--- config.mk ---
export PLATFORM = sky130hd
export DESIGN_NAME = prog_loader
export DESIGN_NICKNAME = d
export VERILOG_FILES = /design/src/rtl/loader_pkg.sv /design/src/rtl/prog_loader.sv
export SDC_FILE = /design/constraint.sdc
export NUM_CORES = 1
export LEC_CHECK = 0
export CORE_MARGIN = 2
export CORE_UTILIZATION = 38
export CTS_CLUSTER_DIAMETER = 150
export DETAILED_ROUTE_END_ITERATION = 6
export HOLD_SLACK_MARGIN = 0.08
export PLACE_DENSITY = 0.62
export SLEW_MARGIN = 15
export SYNTH_ARGS = -nofsm -noshare
export SYNTH_HDL_FRONTEND = slang
export SYNTH_SLANG_ARGS = --single-unit
--- constraint.sdc ---
create_clock -name clk -period 3.32 [get_ports clk]
set_input_delay 0.332 -clock clk [delete_from_list [all_inputs] [get_ports clk]]
set_output_delay 0.332 -clock clk [all_outputs]
set_load 0.05 [all_outputs]
--- src/rtl/loader_pkg.sv ---
// Shared types for the boot loader and the 8-bit CPU core: byte type, loader states, default memory depth.
// The optional checksum stage is selected by LOADER_CHECKSUM_EN (see prog_loader).
package loader_pkg;

  localparam int LOADER_MEM_DEPTH = 32;

  typedef logic [7:0] byte_t;

  typedef enum logic [2:0] {
    S_LEN  = 3'd0,
    S_DATA = 3'd1,
    S_CSUM = 3'd2,
    S_RUN  = 3'd3,
    S_ERR  = 3'd4
  } state_t;

  function automatic byte_t csum_step(input byte_t acc, input byte_t b);
    return acc ^ b;
  endfunction

endpackage

--- src/rtl/prog_loader.sv ---
// Boot loader: writes a LEN/data[/CSUM] byte frame into CPU memory from address 0, then releases cpu_reset.
// Define LOADER_CHECKSUM_EN to require and verify a trailing XOR checksum byte.
module prog_loader
  import loader_pkg::*;
#(
  parameter int MEM_DEPTH = LOADER_MEM_DEPTH,
  parameter int ADDR_W    = 5
) (
  input  logic              clk,
  input  logic              reset,
  input  logic              load_req,
  input  logic              in_valid,
  input  logic [7:0]        in_data,
  output logic              in_ready,
  output logic              mem_we,
  output logic [ADDR_W-1:0] mem_addr,
  output logic [7:0]        mem_wdata,
  output logic              cpu_reset,
  output logic              done,
  output logic              error
);

  localparam logic [8:0]      MAX_LEN = 9'(MEM_DEPTH);
  localparam logic [ADDR_W:0] CNT_ONE = {{ADDR_W{1'b0}}, 1'b1};

  state_t            state_q, state_d;
  logic [ADDR_W:0]   cnt_q, cnt_d;
  logic [ADDR_W:0]   len_q, len_d;
  logic              mem_we_d;
  logic [ADDR_W-1:0] mem_addr_d;
  logic [7:0]        mem_wdata_d;
  logic              cpu_reset_d, done_d, error_d;
  logic              beat;
  logic              release_core;
`ifdef LOADER_CHECKSUM_EN
  byte_t             csum_q, csum_d;
`endif

  // Ready depends only on state and load_req so upstream never sees a valid->ready loop.
  assign in_ready = !load_req &&
                    (state_q == S_LEN || state_q == S_DATA || state_q == S_CSUM);
  assign beat     = in_valid && in_ready;

  always_comb begin
    state_d     = state_q;
    cnt_d       = cnt_q;
    len_d       = len_q;
    mem_we_d    = 1'b0;
    mem_addr_d  = mem_addr;
    mem_wdata_d = mem_wdata;
`ifdef LOADER_CHECKSUM_EN
    csum_d      = csum_q;
`endif
    if (load_req) begin
      state_d = S_LEN;
      cnt_d   = '0;
`ifdef LOADER_CHECKSUM_EN
      csum_d  = '0;
`endif
    end else if (beat) begin
      unique case (state_q)
        S_LEN: begin
          if (in_data == 8'd0 || {1'b0, in_data} > MAX_LEN) begin
            state_d = S_ERR;
          end else begin
            len_d   = in_data[ADDR_W:0];
            cnt_d   = '0;
`ifdef LOADER_CHECKSUM_EN
            csum_d  = in_data;
`endif
            state_d = S_DATA;
          end
        end
        S_DATA: begin
          mem_we_d    = 1'b1;
          mem_addr_d  = cnt_q[ADDR_W-1:0];
          mem_wdata_d = in_data;
          cnt_d       = cnt_q + CNT_ONE;
`ifdef LOADER_CHECKSUM_EN
          csum_d      = csum_step(csum_q, in_data);
          if (cnt_q == len_q - CNT_ONE) state_d = S_CSUM;
`else
          if (cnt_q == len_q - CNT_ONE) state_d = S_RUN;
`endif
        end
`ifdef LOADER_CHECKSUM_EN
        S_CSUM: state_d = (in_data == csum_q) ? S_RUN : S_ERR;
`endif
        default: ;
      endcase
    end
  end

`ifdef LOADER_CHECKSUM_EN
  assign release_core = (state_d == S_RUN);
`else
  // Without a checksum beat the last write lands one cycle after entering S_RUN, so hold the core one more cycle.
  assign release_core = (state_d == S_RUN) && (state_q == S_RUN);
`endif

  assign cpu_reset_d = !release_core;
  assign done_d      = release_core;
  assign error_d     = (state_d == S_ERR);

  always_ff @(posedge clk or posedge reset) begin
    if (reset) begin
      state_q   <= S_LEN;
      cnt_q     <= '0;
      len_q     <= '0;
      mem_we    <= 1'b0;
      mem_addr  <= '0;
      mem_wdata <= '0;
      cpu_reset <= 1'b1;
      done      <= 1'b0;
      error     <= 1'b0;
`ifdef LOADER_CHECKSUM_EN
      csum_q    <= '0;
`endif
    end else begin
      state_q   <= state_d;
      cnt_q     <= cnt_d;
      len_q     <= len_d;
      mem_we    <= mem_we_d;
      mem_addr  <= mem_addr_d;
      mem_wdata <= mem_wdata_d;
      cpu_reset <= cpu_reset_d;
      done      <= done_d;
      error     <= error_d;
`ifdef LOADER_CHECKSUM_EN
      csum_q    <= csum_d;
`endif
    end
  end

endmodule

==> results by group, run 1 <==
Global routing
  • GR Layer Usage met1: 19.83%
  • Initial antenna violation count: 0
  • GRT Util Overall: 15.81%
  • Met2 Usage GRT: 25.24%
  • Vias in the first global route: 1157
  • Top Usage Layer GRT: met2
  • First-pass GRT wire length: 5375 µm
  • Met3 Use GR: 4.276%
  • Largest net degree at the start of global routing: 33
  • Remaining global-route overflow: 0

Critical path
  • Type of origin of the critical path: input pin
  • Worst setup EP type: primary output
  • Worst R2R Setup Slack: 1.44 ns
  • Critical Path Fanout Max: 9
  • Worst path slowest cell: clkdlybuf4s50_1
  • Most used cell along the critical path: clkdlybuf4s50_1
  • Worst EP arrival: 1.99 ns
  • Critical register-to-register path startpoint: state_q[1]
  • Top delay family on crit path: buffers and inverters
  • Buffers and inverters on the worst path: 2
  • Crit path kind: input pin to primary output
  • R2r endpoint: len_q[5]
  • Worst-path cell chain: clkdlybuf4s50_1, a211oi_1, clkdlybuf4s50_1
  • Required @ worst endpoint: 2.99 ns
  • Setup crit start: load_req
  • Stages on the worst setup path: 3
  • Max incr delay on CP: 0.85 ns
  • Cells on worst reg2reg path: 4

Placement
  • Final HPWL DP: 2363 µm
  • Port Buffers: 29
  • Placed Cells: 210
  • Final GP Congestion: 0.8393
  • Placement-stage cell area: 1902 µm²
  • Worst slack, placed: 0.8753 ns

STA
  • Tcrit/Tclk final: 69.93%
  • Least-Margin Pin Slew: 0.5111 ns
  • Fmax: 430.7 MHz
  • Max transition margin: 65.82%
  • RSZ-0062 raised after global routing: false
  • Final Skew: 0.006384 ns
  • Final hold violation count: 0
  • Post-Route Setup TNS: 0 ns
  • Crit path time final: 2.322 ns
  • PnR worst setup slack: 0.9983 ns
  • Setup violations, final: 0
  • Final Max Tran Viols: 0

Layout
  • Final Cell Area: 1992 µm²
  • Synth-to-layout area growth: 28.28%
  • Final nets: 181
  • Post-Layout Cell Count: 218
  • Antenna cells: 0
  • Layout cells sized above 1: 19.64%

Pwr
  • Flop pwr share: 45.6%
  • P_int: 0.0007142 W
  • Sw Share: 30.24%
  • Clock share of power: 29.7%
  • Cell area power density: 514.0 nW/µm²
  • Peak VDD IR: 0.0003033 V
  • Comb pwr share: 24.7%
  • Switching pwr: 0.0003097 W
  • Pleak: 0.8856 nW
  • Total power: 0.001024 W

Logic synthesis
  • Post-synth EDFFs: 0
  • Syn_nets: 147
  • Distinct cells, synth: 40
  • Cells after Synth: 133
  • Post-synthesis sequential area ratio: 51.65%
  • Syn Area/Cell: 11.67 µm²
  • #FFs+latches synth: 32
  • Area contributors post-synth: dfrtp_1, mux2_2, mux2_4
  • Mapped Area: 1553 µm²
  • Yosys warns: 0
  • Main synth FF type: dfrtp_1
  • Largest area contributor in the netlist: dfrtp_1
  • Area share of the largest cell type after synthesis: 49.96%
  • Share of flip-flops with an asynchronous set or reset: 100.0%

Route
  • Wire length per cell: 14.56 µm
  • Final WL: 3175 µm
  • Initial DRT Pass Iterations: 4
  • Vias per Instance: 5.197
  • Number of remaining DRC errors: 0
  • Final ANT Viol Nets: 0
  • Drt initial violations: 39
  • Vias: 1133

Worst hold path
  • Min-Delay Path Class: input pin to asynchronous set/reset pin

Floorplan
  • Die Wd: 67.93 µm
  • Io pins: 30
  • Site row count: 23
  • Die Y: 67.93 µm
  • Initial core utilization: 39.10%
  • Die area: 4614 µm²
  • Core area: 3971 µm²

Clocking
  • Clock root buffer: clkbuf_8
  • CTS buffer count: 5
  • Clock Tree Buf Depth: 2
  • Clock Sinks: 32
  • Setup Fix Bufs, Post-CTS: 0
  • Clk_lat worst skew: 0.28 ns
  • CTS tree: built
  • Reg clk slew, reported paths: 0.07 ns
  • Post-CTS Resized: 0
  • Post-CTS Hold Buffers: 0
  • H-tree depth: 2

Job
  • Max_cap viols: 0

Status
  • Status: finished, final reports clean
## stage by stage
stage          util [%]  hold slack (ns)
3_5_place_dp      47.89           0.4759
2_1_floorplan         -           0.4475
3_3_place_gp      47.89           0.4651
4_1_cts           50.16           0.4448
5_1_grt           50.16           0.5014
6_report          50.16           0.4347
## worst min-delay path: stages
cell,delay (ns)
clkdlybuf4s50_1,0.39
inv_1,0.05
buf_4,0.36
## area by class of cell
type                       instances  area [µm²]
inverter                          11       41.29
timing repair buffer              31       305.3
clock buffer                       8       90.09
fill                             371        1979
tap                               50       62.56
multi-input combinational         86       690.7
sequential                        32       802.0
## flip-flops by register name, summed over array words and instances (netlist names)
name / flops
cnt_q: 6
cpu_reset: 1
done: 1
error: 1
len_q: 6
mem_addr: 5
mem_wdata: 8
mem_we: 1
state_q: 3
## cell families (layout without fill, tap and decap cells)
group,count (synthesis),in the layout,synth area share [%]
multiplexers,16,16,13.05
buffers and inverters,15,50,3.868
AND/OR/NAND/NOR,40,40,16.68
flip-flops,32,32,51.65
AO/OA/AOI/OAI,23,23,10.31
XOR/XNOR,5,5,2.821
adder cells (fa/ha/maj),2,2,1.611
## per-layer routing
layer | vias up | wire (µm) | part of all wire [%]
li1 | 544 | - | -
met1 | 553 | 1435 | 45
met2 | 28 | 1543 | 49
met3 | 8 | 135 | 4.3
met4 | 0 | 59 | 1.9
met5 | - | 0 | 0
## how the worst max path moves through the flow
stage	endpoint
6_report	in_ready
5_1_grt	in_ready
4_1_cts	in_ready
3_5_place_dp	len_q[5]
3_3_place_gp	len_q[1]
2_1_floorplan	in_ready
## power by group through the flow
stage | Combinational, W | Sequential [W] | Clock, W
final | 0.000253 | 0.000467 | 0.000304
after global routing | 0.000274 | 0.000472 | 0.000325
after CTS | 0.000256 | 0.000467 | 0.000314
after detailed placement | 0.000255 | 0.000474 | 0
after global placement | 0.000248 | 0.000471 | 0
after floorplan | 0.000120 | 0.000525 | 0
## synthesized netlist by cell type, types with 2 or more instances
master	instances
a21oi_1	2
a31oi_1	4
clkbuf_1	3
dfrtp_1	31
ha_1	2
inv_1	10
mux2_2	10
mux2_4	6
nand2_1	7
nand3_1	6
nand3b_1	2
nor2_1	8
nor3_1	4
o21ai_0	8
or3_1	2
xnor2_1	2
xor2_1	3
## placed cells by master, fill, tap and decap left out, drive strengths merged, types with 3 or more instances in the layout
cell           count
nand2              7
a31oi              4
nand3              6
o21ai              9
xor2               3
mux2              16
clkbuf             8
inv               11
nor3               4
clkdlybuf4s50     29
dfrtp             31
nor2               9
or3                3
Note: power is estimated with default switching activity, not from simulation.
==> run 2, diff against run 1 <==
--- a/config.mk
+++ b/config.mk
@@ -10,7 +10,7 @@
 export CTS_CLUSTER_DIAMETER = 150
 export DETAILED_ROUTE_END_ITERATION = 6
 export HOLD_SLACK_MARGIN = 0.08
-export PLACE_DENSITY = 0.62
+export PLACE_DENSITY = 0.64
 export SLEW_MARGIN = 15
 export SYNTH_ARGS = -nofsm -noshare
 export SYNTH_HDL_FRONTEND = slang
==> constraint.sdc (replaced) <==
create_clock -name clk -period 2 [get_ports clk]
set_input_delay 0.2 -clock clk [delete_from_list [all_inputs] [get_ports clk]]
set_output_delay 0.2 -clock clk [all_outputs]
set_load 0.05 [all_outputs]
==> results by group, run 2 (synthesis results as in run 1) <==
STA
  • Post-Route Setup TNS: 0 ns
  • Max transition margin: 65.87%
  • Least-Margin Pin Slew: 0.5103 ns
  • Setup violations, final: 0
  • Final Max Tran Viols: 0
  • Final Skew: 0.002298 ns
  • Fmax: 526.0 MHz
  • Tcrit/Tclk final: 95.05%
  • Final hold violation count: 0
  • Crit path time final: 1.901 ns
  • RSZ-0062 raised after global routing: false

Critical path
  • Type of origin of the critical path: input pin
  • Worst EP arrival: 2.06 ns
  • Worst setup EP type: register
  • Critical Path Fanout Max: 6
  • Required @ worst endpoint: 2.16 ns
  • Cells on worst reg2reg path: 6
  • Crit path kind: input pin to register

Status
  • Status: finished, final reports clean

Global routing
  • First-pass GRT wire length: 5595 µm
  • Remaining global-route overflow: 0
  • Largest net degree at the start of global routing: 33
  • GRT Util Overall: 16.28%
  • Vias in the first global route: 1216
  • Initial antenna violation count: 0

Clocking
  • CTS buffer count: 5
  • Clock Sinks: 32
  • CTS tree: built
  • Reg clk slew, reported paths: 0.07 ns
  • Clk_lat worst skew: 0.28 ns
  • H-tree depth: 2
  • Clock Tree Buf Depth: 2
  • Post-CTS Hold Buffers: 0
  • Clock root buffer: clkbuf_8
  • Post-CTS Resized: 0
  • Setup Fix Bufs, Post-CTS: 0

Layout
  • Synth-to-layout area growth: 32.96%
  • Biggest regs: mem_wdata x8, cnt_q x6, len_q x6
  • Commonest cells after routing, fill and taps aside: dfrtp_1, clkdlybuf4s50_1, inv_1, mux2_2, buf_4
  • Multi-input gate area: 690.7 µm²
  • Max reg flops: 8
  • Final nets: 189
  • Final Cell Area: 2064 µm²
  • Commonest non-fill, non-tap cell in the layout: dfrtp_1
  • Antenna cells: 0
  • FF/Latch Area: 802.0 µm²
  • Layout cells sized above 1: 25.00%
  • Largest Register: mem_wdata
  • Fill count: 365

Route
  • Drt initial violations: 42
  • Final ANT Viol Nets: 0
  • Vias per Instance: 5.106
  • Initial DRT Pass Iterations: 4
  • Vias: 1154
  • Number of remaining DRC errors: 0
  • Final WL: 3202 µm
  • Wire length per cell: 14.17 µm

Pwr
  • Peak VDD IR: 0.0005440 V
  • Cell area power density: 828.2 nW/µm²
  • Pleak: 0.9345 nW

Floorplan
  • Site row count: 23
  • Die area: 4614 µm²
  • Initial core utilization: 39.10%
  • Die Wd: 67.93 µm
  • Die Y: 67.93 µm
  • Io pins: 30
  • Core area: 3971 µm²

Placement
  • Final HPWL DP: 2472 µm
  • Final GP Congestion: 0.8196
  • Port Buffers: 29
  • Placement-stage cell area: 1972 µm²

Job
  • Max_cap viols: 0

Worst hold path
  • Min-Delay Path Class: input pin to asynchronous set/reset pin
run 2: where the power goes:
part / switching (W) / leakage, nW / internal, W
Clock: 0.000229 / 0.0510 / 0.000274
Combinational: 0.000229 / 0.458 / 0.000207
Sequential: 0.0000607 / 0.425 / 0.000710
Total: 0.000518 / 0.935 / 0.00119
run 2: area by class of cell:
type,count,area share [%]
flip-flops and latches,32,38.85
well taps,50,3.030
multi-input cells,86,33.45
repair buffers,39,18.18
clock buffers,6,4.000
clock inverters,2,0.4848
inverters,11,2.000
run 2: stage by stage:
stage	setup WS (ns)	hold slack (ns)	power (W)	utilization [%]	std cells
floorplan	0.07510	0.3155	0.001070	-	133
global placement	-0.1583	0.4635	0.001206	49.65	218
detailed placement	-0.1963	0.4738	0.001223	49.65	218
CTS	0.09790	0.3113	0.001728	51.98	226
global route	0.04406	0.3679	0.001799	51.98	226
finish	0.09900	0.3007	0.001710	51.98	226
run 2: critical path, stage by stage:
cell	delay (ns)
clkdlybuf4s50_1	0.42
or4_4	0.55
or3_4	0.37
nand4_4	0.15
nor2_8	0.06
mux2_4	0.31
run 2: layer usage:
metal	wire length (µm)	part of all wire, %	GRT usage [%]	vias to the layer above
met1	1444	45	20.59	559
met4	0	0	4.500	0
met3	170	5.3	4.770	0
met2	1587	50	27.06	29
met5	0	0	0	-
li1	-	-	-	566
run 2: final timing paths:
check | slack [ns] | startpoint | endpoint
worst max-delay path | 0.1 | in_data[1] | len_q[0]
worst min-delay path | 0.30 | reset | mem_we
worst max register to register | 0.23 | state_q[1] | error
worst min register to register | 0.48 | mem_addr[2] | mem_addr[2]
max in group asynchronous | 1.37 | reset | cpu_reset
min in group clk | 0.48 | mem_addr[2] | mem_addr[2]
